--- config.mk ---
export PLATFORM = sky130hd
export DESIGN_NAME = edge_detect_bank
export DESIGN_NICKNAME = d
export VERILOG_FILES = /design/src/rtl/edge_pkg.sv /design/src/rtl/edge_chan.sv /design/src/rtl/edge_detect_bank.sv
export SDC_FILE = /design/constraint.sdc
export NUM_CORES = 1
export LEC_CHECK = 0
export ABC_AREA = 1
export BUFFER_PORTS_ARGS = -buffer_cell sky130_fd_sc_hd__buf_2
export CAP_MARGIN = 20
export CORE_MARGIN = 2
export CORE_UTILIZATION = 45
export CTS_CLUSTER_SIZE = 20
export DETAILED_ROUTE_END_ITERATION = 8
export PLACE_DENSITY_LB_ADDON = 0.12
export SYNTH_ARGS = -nofsm -noshare
export SYNTH_HDL_FRONTEND = slang
export SYNTH_HIERARCHICAL = 1
export SYNTH_SLANG_ARGS = --single-unit
--- constraint.sdc ---
create_clock -name clk -period 1.5 [get_ports clk]
set_input_delay 0.225 -clock clk [delete_from_list [all_inputs] [get_ports clk]]
set_output_delay 0.225 -clock clk [all_outputs]
set_load 0.02 [all_outputs]
--- src/rtl/edge_pkg.sv ---
// Shared definitions for the edge detector bank: per-channel mode encodings
// and the mode-to-event selection helper.
package edge_pkg;

    typedef enum logic [1:0] {
        MODE_OFF  = 2'b00,
        MODE_RISE = 2'b01,
        MODE_FALL = 2'b10,
        MODE_BOTH = 2'b11
    } edge_mode_e;

    function automatic logic edge_sel(input logic [1:0] mode, input logic rise, input logic fall);
        logic ev;
        ev = 1'b0;
        case (edge_mode_e'(mode))
            MODE_RISE: ev = rise;
            MODE_FALL: ev = fall;
            MODE_BOTH: ev = rise | fall;
            default:   ev = 1'b0;
        endcase
        return ev;
    endfunction

endpackage

--- src/rtl/edge_chan.sv ---
// One edge-detector channel: synchroniser, edge select, pulse, sticky pending
// and, when EDGE_COUNT_EN is defined, a saturating event counter.
module edge_chan
    import edge_pkg::*;
#(
    parameter int unsigned SYNC_STAGES = 2,
    parameter int unsigned CNT_W       = 8
) (
    input  logic             clk,
    input  logic             rst,
    input  logic             en,
    input  logic             din,
    input  logic [1:0]       mode,
    input  logic             clr,
    output logic             pulse,
    output logic             pending,
    output logic             pending_nxt_c,
    output logic [CNT_W-1:0] count
);

    logic [SYNC_STAGES-1:0] sync_q;
    logic                   prev_q;
    logic                   sync_out;
    logic                   ev_c;

    assign sync_out = sync_q[SYNC_STAGES-1];

    // Event is suppressed while the top-level warm-up window is open.
    always_comb begin
        ev_c = 1'b0;
        if (en) begin
            ev_c = edge_sel(mode, sync_out & ~prev_q, ~sync_out & prev_q);
        end
    end

    // A coincident event wins over clear, so the flag stays set.
    assign pending_nxt_c = ev_c | (pending & ~clr);

    always_ff @(posedge clk) begin
        if (rst) begin
            sync_q  <= '0;
            prev_q  <= 1'b0;
            pulse   <= 1'b0;
            pending <= 1'b0;
        end else begin
            sync_q  <= SYNC_STAGES'({sync_q, din});
            prev_q  <= sync_out;
            pulse   <= ev_c;
            pending <= pending_nxt_c;
        end
    end

`ifdef EDGE_COUNT_EN
    localparam logic [CNT_W-1:0] CNT_MAX = '1;

    logic [CNT_W-1:0] cnt_q;

    // Clear with a coincident event restarts the count at one.
    always_ff @(posedge clk) begin
        if (rst) begin
            cnt_q <= '0;
        end else if (clr) begin
            cnt_q <= CNT_W'(ev_c);
        end else if (ev_c && (cnt_q != CNT_MAX)) begin
            cnt_q <= cnt_q + CNT_W'(1);
        end
    end

    assign count = cnt_q;
`else
    assign count = '0;
`endif

endmodule

--- src/rtl/edge_detect_bank.sv ---
// Multi-channel edge detector bank with warm-up masking and registered irq.
// Optional per-channel event counters are built when EDGE_COUNT_EN is defined.
module edge_detect_bank
    import edge_pkg::*;
#(
    parameter int unsigned CH          = 4,
    parameter int unsigned SYNC_STAGES = 2,
    parameter int unsigned CNT_W       = 8
) (
    input  logic                clk,
    input  logic                rst,
    input  logic [CH-1:0]       signal,
    input  logic [2*CH-1:0]     mode,
    input  logic [CH-1:0]       clr,
    output logic [CH-1:0]       pulse,
    output logic [CH-1:0]       pending,
    output logic                irq,
    output logic [CH*CNT_W-1:0] count
);

    localparam int unsigned WU_MAX = SYNC_STAGES + 1;
    localparam int unsigned WU_W   = $clog2(WU_MAX + 1);

    logic [WU_W-1:0] wu_q;
    logic            en_c;
    logic [CH-1:0]   pend_nxt;

    assign en_c = (wu_q == WU_W'(WU_MAX));

    // Warm-up counter: holds events off until the sync chain and prev have
    // been refilled with post-reset samples.
    always_ff @(posedge clk) begin
        if (rst) begin
            wu_q <= '0;
        end else if (!en_c) begin
            wu_q <= wu_q + WU_W'(1);
        end
    end

    // irq follows next-state pending so it rises on the same edge.
    always_ff @(posedge clk) begin
        if (rst) begin
            irq <= 1'b0;
        end else begin
            irq <= |pend_nxt;
        end
    end

    for (genvar i = 0; i < int'(CH); i++) begin : g_ch
        edge_chan #(
            .SYNC_STAGES (SYNC_STAGES),
            .CNT_W       (CNT_W)
        ) u_chan (
            .clk           (clk),
            .rst           (rst),
            .en            (en_c),
            .din           (signal[i]),
            .mode          (mode[2*i +: 2]),
            .clr           (clr[i]),
            .pulse         (pulse[i]),
            .pending       (pending[i]),
            .pending_nxt_c (pend_nxt[i]),
            .count         (count[i*CNT_W +: CNT_W])
        );
    end

endmodule

# [Word level (Yosys, flattened, before mapping)]
# Index checks and enable logic that the tools add are counted.
[op_classes] mul=0 n_mux=8 n_reduce_logical=1 n_addsub=1 shifts=0 n_div=0 bitwise_logic=32 magnitude_cmp=0 n_eq_ne=13
[op_table] op="$eq A2 B2 Y1 const B" count=9
[op_table] op="$and A1 B1 Y1" count=12
[op_table] op="$not A1 Y1" count=12
[op_table] op="$pmux W1 S3" count=4
[op_table] op="$eq A2 B1 Y1 const B" count=4
[op_table] op="$or A1 B1 Y1" count=8
[op_table] op="$mux W1" count=4
[op_table] op="$reduce_or A4 Y1" count=1
[op_table] op="$add A2 B1 Y2 const B" count=1
[totals] regBits=23 mem_bits_ro=0 memories=0 elab_cells=73 inputBits=18 out_inout_bits=41 latch_bits=0 mem_bits_rw=0

# [Depth between registers and ports, before layout]
# Gate-level depths: netlist of the first run.
[depth] word_depth=7 mapped_depth=9 depth_no_buf=9

# [Modules after synthesis]
# Netlist of the first run, hierarchy kept.
[modules_own_cells] mod="edge_chan" area_each_um2=284.0 seq_area_each_um2=100.1 instances=4 cells_each=37
[modules_own_cells] mod="edge_detect_bank" area_each_um2=135.1 seq_area_each_um2=60.1 instances=1 cells_each=17

# [Worst setup path before layout of the first run]
# No wires, ideal clock.
[synth_path] kind="flip-flop to flip-flop" start="register g_ch[1].u_chan.sync_q[1]" end="register irq" required_time_ns=1.383 path_stages_with_launch=10 period_less_slack_ns=1.162 slack_ns=0.338 n_path_buf=0 setup_time_ns=0.117 t_arrival_ns=1.044 path_cell_list="dfxtp_1 > inv_1 > ha_1 > inv_1 > nand2_1 > nand3_1 > nand2_2 > nand2_1 > nor2_1 > a21oi_1"
[synth_via] elab_chain_len=7 elab_cells_between_ends=8 classes_between="mux (2); bitwise (5); reduce/logical (1)"
[synth_lines] item="start, declared" line="edge_chan.sv:21" text="logic [SYNC_STAGES-1:0] sync_q;"
[synth_lines] item="start signal, assigned" line="edge_chan.sv:46" text="sync_q <= SYNC_STAGES'({sync_q, din});"
[synth_lines] item="$not A1 Y1" line="edge_chan.sv:32" text="ev_c = edge_sel(mode, sync_out & ~prev_q, ~sync_out & prev_q);"
[synth_lines] item="$and A1 B1 Y1" line="edge_chan.sv:32"
[synth_lines] item="$or A1 B1 Y1" line="edge_pkg.sv:18" text="MODE_BOTH: ev = rise | fall;"
[synth_lines] item="$pmux W1 S3 (*)" line="edge_pkg.sv:15" text="case (edge_mode_e'(mode))"
[synth_lines] item="$mux W1 (*)" line="edge_chan.sv:31" text="if (en) begin"
[synth_lines] item="$or A1 B1 Y1 (*)" line="edge_chan.sv:37" text="assign pending_nxt_c = ev_c | (pending & ~clr);"
[synth_lines] item="named net pend_nxt[1]" line="edge_detect_bank.sv:26" text="logic [CH-1:0] pend_nxt;"
[synth_lines] item="$reduce_or A4 Y1 (*)" line="edge_detect_bank.sv:45" text="irq <= |pend_nxt;"
[synth_lines] item="end signal, assigned" line="edge_detect_bank.sv:45"
[synth_lines] item="end, declared" line="edge_detect_bank.sv:17" text="output logic irq,"
# The timed path passes the listed nets; every way through them passes the cells marked *.
# A chain may end at the register's enable or synchronous reset.

# [Worst setup path in the final report of the first run]
# Same ends and word-level chain as after synthesis.

==> summary.md, run 1 <==
| Metric | Value |
|---|---|
| Final worst hold slack | between 0.09 and 0.1 ns |
| Synthesized flop and latch total | 23 |
| Maximum VDD drop | between 0.5 and 0.6 mV |
| Synth cell types | 14 |
| Number of global-route vias before repair | roughly 740 |
| CTS H-Tree Depth | 1 |
| WL per Instance | approximately 8 microns |
| Crit. Startpoint | g_ch[1].u_chan/sync_q[1] |
| Clock-pin slew on the worst setup and hold paths | between 0.1 and 0.15 ns |
| Nets | 220 |
| First-pass GRT wire length | about 2.8 mm |
| Core area | about 0.0027 sq mm |
| CTS tree | yes |
| Max Slew Vio Count | 0 |
| Post-route cell area | roughly 0.0013 sq mm |
| Clk buf depth | 2 |
| Drt total wl | approximately 1.8 mm |
| Starting Density | between 40% and 50% |
| Max-Cap Viols | 0 |
| F_max | 0.779 GHz |
| CTS root buf | clkbuf_4 |
| Worst EP required | 1.70 ns |
| # clock sinks | 23 |
| Final count of hold timing violations | 0 |
| Pwr Density | 879 mW/mm^2 |
| Mapped Cells | about 170 |
| Post-Place Cells | 218 |
| Clk_skew | approximately 0.0077 ns |
| Post-route ant nets | 0 |
| Die ar. | ~0.0033 sq mm |
| Share of post-route cells with drive strength above 1 | between 20% and 30% |
| Iter 0 DRT Violations | 14 |
| Area Overhead vs Synth | 4.82% |
| GP Congestion | about 0.77 |
| Startpoint Class | flip-flop |
| Final setup fails | 0 |
| DIE WIDTH | around 57 microns |
| Fillers | 273 |
| # rows | 19 |
| Critical path class | reg2reg |
| Clock Latency Late Sink | a little over 0.3 ns |
| Crit-path max FO | 3 |
| Post-CTS resize count | 0 |
| Initial antenna violation count | 0 |
| RSZ-0062 raised after global routing | false |
| Total CTS buffers | 3 |
| IO Count | about 60 |
| # port buffers | 26 |
| Final min period | ~1.3 ns |
| Sequential-to-total area share from yosys stat | a little over a third |
| Class of the worst hold path | in2reg |
| Drc violations | 0 |
| CP endpoint kind | flip-flop |
| CP endpoint | irq |
| Tot Pwr | 0.00117 W |
| Arr. time, crit path | roughly 1.5 ns |
| Lkg Pwr | 0.771 nW |
| Fin cells | about 220 |
| Worst R2R Start | g_ch[1].u_chan/sync_q[1] |
| Global route overflow | 0 |
| End of the worst register-to-register path | irq |
| TritonRoute pass-1 iters | 4 |
| Via count | 914 |
| Syn_area_per_cell | roughly 7.7 sq um |
| ANT cells | 0 |
| Vias per cell | a little over 4 |
| Tcrit/Tclk final | 85.6% |
| Post-DP HPWL | approximately 1.4 mm |
| Post-DP Area | roughly 0.0013 sq mm |
| R2r worst-path depth | 9 |
| Setup_tns | 0 ns |
| Die Ht | 57.2 microns |
| GR Util All Layers | 11.4% |
| Status | finished, final reports clean |
| YS warnings | 6 |
| R2R Setup Slk | about 0.22 ns |
| CTS Hold Bufs | 0 |
| Largest net degree at the start of global routing | 23 |
| Post-CTS setup buffer count | 0 |
| Area of the mapped netlist | 0.00127 sq mm |
## report_power, final
part           leakage [nW]  total [W]  switching [W]  internal, W
clock network        0.0177   0.000291       0.000192    0.0000997
registers             0.188   0.000659      0.0000171     0.000642
logic                 0.565   0.000220       0.000156    0.0000642
total                 0.771    0.00117       0.000365     0.000806
## layer usage
layer  share of wire [%]  GRT usage (%)
met1                  39           12.6
met2                  51           19.9
met3                 8.1           2.27
met4                 2.2           6.98
met5                   0              0
## kinds of logic after synthesis
family	count (synthesis)	share of synthesized area, %
flops	23	36.2
buf+inv	66	28.9
simple gates	52	16.7
other cells	4	1.18
compound gates	10	7.09
fa+ha+maj	10	9.84
## per-stage QoR
stage          utilization [%]  setup WS [ns]
2_1_floorplan                -          0.338
3_3_place_gp              48.2          0.230
3_5_place_dp              48.2          0.216
4_1_cts                   49.2          0.195
5_1_grt                   49.2         0.0590
6_report                  49.2          0.216
## registers in the layout (all words and copies together), names as in the netlist
register,cells
g_ch.u_chan/pending,4
wu_q,2
irq,1
g_ch.u_chan/pulse,4
g_ch.u_chan/sync_q,8
g_ch.u_chan/prev_q,4
## cell usage in the layout (no fill, tap or decap)
cell	n
clkinv_2	1
a21oi_2	4
inv_2	5
nand2_2	5
ha_1	10
clkbuf_4	3
inv_1	29
nand2_1	21
a21boi_2	4
nor2_1	22
conb_1	32
dfxtp_1	23
buf_2	26
a21oi_1	1
nand3_1	4
o21ai_0	1
## layout make-up
class                   count  area, sq um  share of cell area (%)
clock inverters             1         5.00                   0.376
clock buffers               3         22.5                    1.69
flip-flops and latches     23          460                    34.6
well taps                  31         38.8                    2.91
multi-input cells         104          548                    41.1
inverters                  34          128                    9.58
repair buffers             26          130                    9.77
## critical path, stage by stage (launching register included)
cell and delay, ns:
dfxtp_1 0.36, inv_1 0.06, ha_1 0.27, inv_1 0.03, nand2_1 0.05, nand3_1 0.09, nand2_2 0.10, nand2_1 0.05
nor2_1 0.10, a21oi_1 0.07
## how the worst min path moves through the flow
stage	start	end	slack (ns)	cells past startpoint
floorplan	rst	g_ch[0].u_chan/pending	0.29	1
detailed placement	g_ch[1].u_chan/sync_q[0]	g_ch[1].u_chan/sync_q[1]	0.39	2
global route	signal[1]	g_ch[1].u_chan/sync_q[0]	0.09	3
finish	signal[2]	g_ch[2].u_chan/sync_q[0]	0.09	3
CTS	signal[2]	g_ch[2].u_chan/sync_q[0]	0.08	3
global placement	g_ch[1].u_chan/sync_q[0]	g_ch[1].u_chan/sync_q[1]	0.39	2
## cell usage after synthesis (all sizes together)
cell,number,area (sq um)
nand3,4,20.0
nand2,26,110
a21oi,5,40.0
dfxtp,23,460
inv,34,128
nor2,22,82.6
buf,32,240
a21boi,4,45.0
conb,4,15.0
o21ai,1,5.00
ha,10,125
Power figures use the tool's default switching activity.
==> run 2: changes to the inputs <==
--- a/config.mk
+++ b/config.mk
@@ -15,5 +15,4 @@
 export PLACE_DENSITY_LB_ADDON = 0.12
 export SYNTH_ARGS = -nofsm -noshare
 export SYNTH_HDL_FRONTEND = slang
-export SYNTH_HIERARCHICAL = 1
 export SYNTH_SLANG_ARGS = --single-unit
==> run 2 against run 1 <==
  * Clock skew shrank 0.0066 ns
  * Critical path depth is the same
  * Count of clock-buffer cells in the layout is the same
  * Design area shrank 4.6%
  * Critical path type unchanged
  * Total power shrank 2.4%
  * Critical endpoint unchanged
  * Largest cell class unchanged
  * Utilization shrank 2.3 points
  * Maximum frequency grew 1.7%
  * Via count shrank 6.5%
  * Final cell count shrank 2.3%
==> summary.md, run 2 <==
| Metric | Value |
|---|---|
| Final count of hold timing violations | 0 |
| Worst EP required | 1.68 ns |
| Core area | around 0.0027 sq mm |
| Footprint of the multi-input gates | a little under 500 sq um |
| Post-route ant nets | 0 |
| Class of the worst hold path | in2reg |
| Final min period | around 1.3 ns |
| RSZ-0062 raised after global routing | false |
| CTS H-Tree Depth | 1 |
| Post-route cell area | 0.00127 sq mm |
| Crit. Startpoint | g_ch[3].u_chan.prev_q |
| CP endpoint kind | flip-flop |
| GP Congestion | roughly 0.66 |
| Reg area | 460 sq um |
| Max FFs per register | 8 |
| Post-DP HPWL | 1.35 mm |
| Status | finished, final reports clean |
| Post-CTS resize count | 0 |
| Via count | between 800 and 900 |
| Sequential-to-total area share from yosys stat | between 30 and 40% |
| Mapped Cells | approximately 170 |
| Clk_skew | between 0.001 and 0.0015 ns |
| Post-CTS setup buffer count | 0 |
| Starting Density | between 40% and 50% |
| Most instantiated library cell after synthesis | buf_4 |
| Fillers | between 200 and 300 |
| Critical path class | reg2reg |
| First-pass GRT wire length | about 2.7 mm |
| Global route overflow | 0 |
| Clk buf depth | 2 |
| Crit-path leading delay family | simple AND/OR/NAND/NOR gates |
| F_max | between 0.7 and 0.8 GHz |
| Synth cell types | 14 |
| Drt total wl | approximately 1.6 mm |
| Number of synthesized flops with an enable pin | 0 |
| Lkg Pwr | 0.746 nW |
| DIE WIDTH | between 50 and 60 microns |
| Max-Cap Viols | 0 |
| Setup_tns | 0 ns |
| Initial antenna violation count | 0 |
| Final worst hold slack | 0.114 ns |
| End of the worst register-to-register path | irq |
| Stages on the worst setup path | 9 |
| Largest net degree at the start of global routing | 24 |
| Pwr Density | ~900 mW/mm^2 |
| Most frequent cells in the layout | conb_1, inv_1, buf_2, nand2_1, dfxtp_1 |
| Tcrit/Tclk final | a little over four fifths |
| P_int | 0.000803 W |
| Die ar. | 0.00326 sq mm |
| WL per Instance | 7.57 microns |
| YS warnings | 0 |
| CP endpoint | irq |
| Comb power frac | approximately a fifth |
| Tot Pwr | 0.00114 W |
| CTS root buf | clkbuf_4 |
| Area leader, netlist | dfxtp_1 |
| Nets | roughly 210 |
| Share of post-route cells with drive strength above 1 | around a fifth |
| Worst path bufs/invs | 2 |
| Final setup fails | 0 |
| Sw Ratio | between 20 and 30% |
| Total CTS buffers | 3 |
| Iter 0 DRT Violations | 3 |
| # port buffers | 26 |
| Critical path, cell by cell | inv_1 > ha_1 > inv_1 > nand2_1 > nand3_1 > nand2_2 > nand2_1 > nor2_1 > a21oi_1 |
| Arr. time, crit path | ~1.5 ns |
| Leading register cell type out of synthesis | dfxtp_1 |
| # clock sinks | 23 |
| Drc violations | 0 |
| Startpoint Class | flip-flop |
| Crit path max-delay cell type | dfxtp_1 |
| Largest register by flop count | g_ch.u_chan.sync_q |
| Switch Pwr | ~0.00034 W |
| R2r worst-path depth | 9 |
| ANT cells | 0 |
| Area Overhead vs Synth | 0.197% |
| Maximum VDD drop | 0.528 mV |
| Largest cells by area after synthesis | dfxtp_1, buf_4, inv_1 |
| Worst R2R Start | g_ch[3].u_chan.prev_q |
| Synthesized flop and latch total | 23 |
| Synth cell count leaders | buf_4, inv_1, nand2_1 |
| Number of global-route vias before repair | 677 |
| Most common cell after layout, fill and taps aside | conb_1 |
| TritonRoute pass-1 iters | 2 |
| Top-area cell type share of the netlist area | between 30% and 40% |
| IO Count | 59 |
| Area of the mapped netlist | 0.00127 sq mm |
| CTS tree | yes |
| Max Slew Vio Count | 0 |
| Die Ht | about 57 microns |
| Sequential share of power | approximately 58% |
| Syn_area_per_cell | between 7 and 8 sq um |
| R2R Setup Slk | between 0.2 and 0.25 ns |
| Clock-pin slew on the worst setup and hold paths | 0.12 ns |
| GR Util All Layers | 10.6% |
| CTS Hold Bufs | 0 |
| Post-DP Area | 0.00124 sq mm |
| Clk pwr share | a little under a quarter |
| Crit-path max FO | 3 |
| CP max stage delay | between 0.3 and 0.4 ns |
| Post-synth ARST share | 0% |
| Vias per cell | approximately 3.9 |
| Clock Latency Late Sink | 0.30 ns |
| # rows | 19 |
## run 2: cell count changes after synthesis, moves of 3 or more
| cell | before | now |
|---|---|---|
| a21boi_2 | 4 | 0 |
| a21oi_1 | 1 | 7 |
| nand2_2 | 5 | 1 |
| conb_1 | 4 | 1 |
| inv_2 | 5 | 1 |
| buf_4 | 32 | 40 |
| nand2_1 | 21 | 24 |
## run 2: through the flow
step / instances / setup WS [ns] / util, %
detailed placement: 213 / 0.248 / 45.9
finish: 217 / 0.238 / 46.9
CTS: 217 / 0.220 / 46.9
global route: 217 / 0.0815 / 46.9
floorplan: 198 / 0.360 / -
global placement: 213 / 0.260 / 45.9
## run 2: how the worst min path moves through the flow
stage,from,to,slack [ns],cells after the start
finish,signal[2],g_ch[2].u_chan.sync_q[0],0.11,3
global route,signal[0],g_ch[0].u_chan.sync_q[0],0.09,3
CTS,signal[2],g_ch[2].u_chan.sync_q[0],0.1,3
detailed placement,g_ch[3].u_chan.sync_q[0],g_ch[3].u_chan.sync_q[1],0.40,2
global placement,g_ch[2].u_chan.sync_q[0],g_ch[2].u_chan.sync_q[1],0.39,2
floorplan,rst,g_ch[2].u_chan.pending,0.29,1
## run 2: area by class of cell
cell class	count	share of cell area, %
clock inverters	1	0.394
clock buffers	3	1.77
inverters	32	9.45
flip-flops and latches	23	36.2
well taps	31	3.05
multi-input cells	101	38.9
repair buffers	26	10.2
## run 2: layer usage
layer	vias to the layer above	track usage, %	wire (microns)
met3	2	4.08	130
met1	366	11.0	648
li1	453	-	-
met4	0	1.99	13
met5	-	0	0
met2	34	20.0	850
## run 2: logic make-up (layout without fill, tap and decap cells)
logic type      Yosys count  after routing  share of synthesized area (%)
compound gates           10             10                           4.83
other cells               1             32                          0.296
buf+inv                  74             62                           33.9
flops                    23             23                           36.3
xor+xnor                  1              1                          0.690
fa+ha+maj                 9              9                           8.88
simple gates             49             49                           15.1
## run 2: worst register-to-register path: stages (launching register included)
cell     delay [ns]
dfxtp_1        0.35
inv_1          0.05
ha_1           0.26
inv_1          0.04
nand2_1        0.05
nand3_1        0.08
nand2_2        0.09
nand2_1        0.05
nor2_1         0.10
a21oi_1        0.07
## run 2: power by group through the flow
stage | registers, W | clock network, W | logic [W]
6_report | 0.000659 | 0.000271 | 0.000212
5_1_grt | 0.000664 | 0.000327 | 0.000240
4_1_cts | 0.000659 | 0.000291 | 0.000214
3_5_place_dp | 0.000672 | 0 | 0.000214
3_3_place_gp | 0.000670 | 0 | 0.000209
2_1_floorplan | 0.000673 | 0 | 0.000234
==> run 3: changes to the inputs <==
--- a/config.mk
+++ b/config.mk
@@ -5,11 +5,11 @@
 export SDC_FILE = /design/constraint.sdc
 export NUM_CORES = 1
 export LEC_CHECK = 0
-export ABC_AREA = 1
+export ABC_AREA = 0
 export BUFFER_PORTS_ARGS = -buffer_cell sky130_fd_sc_hd__buf_2
 export CAP_MARGIN = 20
 export CORE_MARGIN = 2
-export CORE_UTILIZATION = 45
+export CORE_UTILIZATION = 41
 export CTS_CLUSTER_SIZE = 20
 export DETAILED_ROUTE_END_ITERATION = 8
 export PLACE_DENSITY_LB_ADDON = 0.12
==> constraint.sdc (replaced) <==
create_clock -name clk -period 1.1 [get_ports clk]
set_input_delay 0.165 -clock clk [delete_from_list [all_inputs] [get_ports clk]]
set_output_delay 0.165 -clock clk [all_outputs]
set_load 0.02 [all_outputs]
==> run 3 against run 2 <==
  * The flow now finishes with violations (negative setup slack)
  * Clock skew is essentially flat
  * Wire length up 30%
  * Area after synthesis is 0.49% lower
  * Register-to-register slack worse by 0.46 ns
  * Maximum frequency down 4.6%
  * Design area grew 24%
  * Non-clock buffer count increased by 16
  * Critical endpoint unchanged
==> summary.md, run 3 <==
| Metric | Value |
|---|---|
| WL per Instance | roughly 10 microns |
| First-pass GRT wire length | ~3.5 mm |
| Largest cells by area after synthesis | dfxtp_1, buf_4, ha_1 |
| Crit-path leading delay family | compound AO/OA/AOI/OAI gates |
| Synthesized flop and latch total | 23 |
| Final WS setup | -0.224 ns |
| CP endpoint kind | flip-flop |
| Crit-path max FO | 2 |
| Class of the worst hold path | in2reg |
| Final setup fails | 7 |
| Clk buf depth | 2 |
| Max-Cap Viols | 0 |
| Die Ht | around 60 microns |
| Synth cell count leaders | buf_4, dfxtp_1, inv_1 |
| Post-route ant nets | 0 |
| Share of post-route cells with drive strength above 1 | between 40 and 50% |
| Crit path max-delay cell type | dfxtp_2 |
| Max Slew Vio Count | 0 |
| YS warnings | 0 |
| Global route overflow | 0 |
| Synth cell types | 19 |
| Area leader, netlist | dfxtp_1 |
| Leading register cell type out of synthesis | dfxtp_1 |
| Syn_area_per_cell | about 9.0 sq um |
| Via count | between 800 and 900 |
| # rows | 20 |
| CTS Hold Bufs | 0 |
| Clock-pin slew on the worst setup and hold paths | around 0.12 ns |
| Area of the mapped netlist | around 0.0013 sq mm |
| Top-area cell type share of the netlist area | a little over a third |
| Core area | 0.00298 sq mm |
| CP max stage delay | 0.36 ns |
| Initial antenna violation count | 0 |
| IO Count | 59 |
| Post-route cell area | roughly 0.0016 sq mm |
| # clock sinks | 23 |
| ANT cells | 0 |
| Tcrit/Tclk final | 120% |
| TritonRoute pass-1 iters | 4 |
| Status | finished with violations |
| Starting Density | ~42% |
| Largest net degree at the start of global routing | 20 |
| Total CTS buffers | 3 |
| Clk_skew | approximately 0.0013 ns |
| Iter 0 DRT Violations | 15 |
| Arr. time, crit path | between 1.5 and 2 ns |
| # port buffers | 26 |
| Most common cell after layout, fill and taps aside | conb_1 |
| Die ar. | roughly 0.0035 sq mm |
| Number of global-route vias before repair | just over 800 |
| Lkg Pwr | around 0.71 nW |
| Final worst hold slack | about 0.056 ns |
| RSZ-0062 raised after global routing | true |
| Pwr Density | roughly 1100 mW/mm^2 |
| Most frequent cells in the layout | conb_1, buf_2, buf_4, dfxtp_1, nor2_1 |
| Critical path class | reg2reg |
| CTS tree | yes |
| Fillers | about 280 |
| Startpoint Class | flip-flop |
| Drc violations | 0 |
| CTS root buf | clkbuf_4 |
| CTS H-Tree Depth | 1 |
| Fin util | between 50% and 60% |
| Post-synth ARST share | 0% |
| Most instantiated library cell after synthesis | buf_4 |
| Maximum VDD drop | 0.614 mV |
| Worst EP required | roughly 1.3 ns |
| Violated checks | negative setup slack |
| Vias per cell | between 4 and 5 |
| Tot Pwr | between 0.0015 and 0.002 W |
| Number of synthesized flops with an enable pin | 0 |
| Final count of hold timing violations | 0 |
| Post-DP Area | about 0.0013 sq mm |
| Nets | about 200 |
| Sequential-to-total area share from yosys stat | a little over a third |
| Area Overhead vs Synth | 25.2% |
| GP Congestion | between 0.7 and 0.8 |
| Largest register by flop count | g_ch.u_chan.sync_q |
| DIE WIDTH | about 59 microns |
| Mapped Cells | 140 |
| Final min period | 1.32 ns |
| Post-DP HPWL | between 1 and 1.5 mm |
| GR Util All Layers | a little over an eighth |
| F_max | 0.755 GHz |
| Critical path, cell by cell | inv_2 > ha_4 > inv_2 > mux2i_2 > o221a_1 > a41oi_2 |
| Clock Latency Late Sink | between 0.3 and 0.4 ns |
| Max FFs per register | 8 |
| Worst path bufs/invs | 2 |
| Drt total wl | 2.14 mm |
| Most Frequent Cell on Critical Path | inv_2 |
run 3: cell types whose count changed in the layout (fill, tap and decap cells not counted), moves of 4 or more:
| cell | delta |
|---|---|
| nor2b_1 | +8 |
| nand3_1 | -4 |
| buf_4 | +15 |
| dfxtp_1 | -10 |
| nand2_1 | -21 |
| nor2_1 | -9 |
| inv_2 | +6 |
| ha_1 | -6 |
| ha_4 | +6 |
| dfxtp_2 | +8 |
| inv_1 | -24 |
| a21oi_1 | -4 |
run 3: area by class of cell:
class	instances	area, sq um	area share, %
clock buffer	4	26.3	1.66
inverter	16	65.1	4.12
multi-input combinational	89	716	45.3
sequential	23	478	30.2
tap	33	41.3	2.61
timing repair buffer	42	254	16.1
run 3: kinds of logic (layout without fill, tap and decap cells):
kind of cell	count (synthesis)	after routing	synth area share, %
AOI/OAI and AO/OA	14	14	8.92
xor gates and xnor gates	1	1	0.694
adders and majority gates	9	9	8.92
buffers and inverters	59	62	29.9
DFF	23	23	36.5
muxes	4	4	3.17
other	1	32	0.297
and+or+nand+nor	29	29	11.6
run 3: timing repair:
item	in CTS	in global routing
setup buffers	8	1
endpoints found under the setup margin	9	9
gates resized for setup	32	17
pin swaps	17	15
run 3: worst paths after layout:
check                      startpoint                       end  slack, ns  depth (start not counted)
max reg2reg     g_ch[3].u_chan.prev_q                       irq      -0.22                          6
max             g_ch[3].u_chan.prev_q                       irq      -0.22                          6
min                         signal[1]  g_ch[1].u_chan.sync_q[0]       0.06                          2
min reg2reg  g_ch[3].u_chan.sync_q[0]  g_ch[3].u_chan.sync_q[1]       0.45                          1
run 3: per-stage QoR:
step,instances,setup slack (ns),setup TNS [ns]
floorplan,171,-0.137,-0.302
global placement,197,-0.229,-1.04
detailed placement,197,-0.268,-1.28
CTS,207,-0.256,-0.879
global route,207,-0.309,-1.28
finish,207,-0.224,-0.741
run 3: layer usage:
metal  global-route usage (%)  vias up  part of all wire, %
li1                         -      441                    -
met1                     15.5      403                   40
met2                     23.4       40                   52
met3                     2.62        4                  5.6
met4                     8.57        0                  2.2
met5                        0        -                    0
run 3: power by group:
group          leakage (nW)  switching (W)  internal [W]
clock network        0.0150       0.000243      0.000142
logic                 0.500       0.000247      0.000170
registers             0.192      0.0000298      0.000875
total                 0.708       0.000520       0.00119
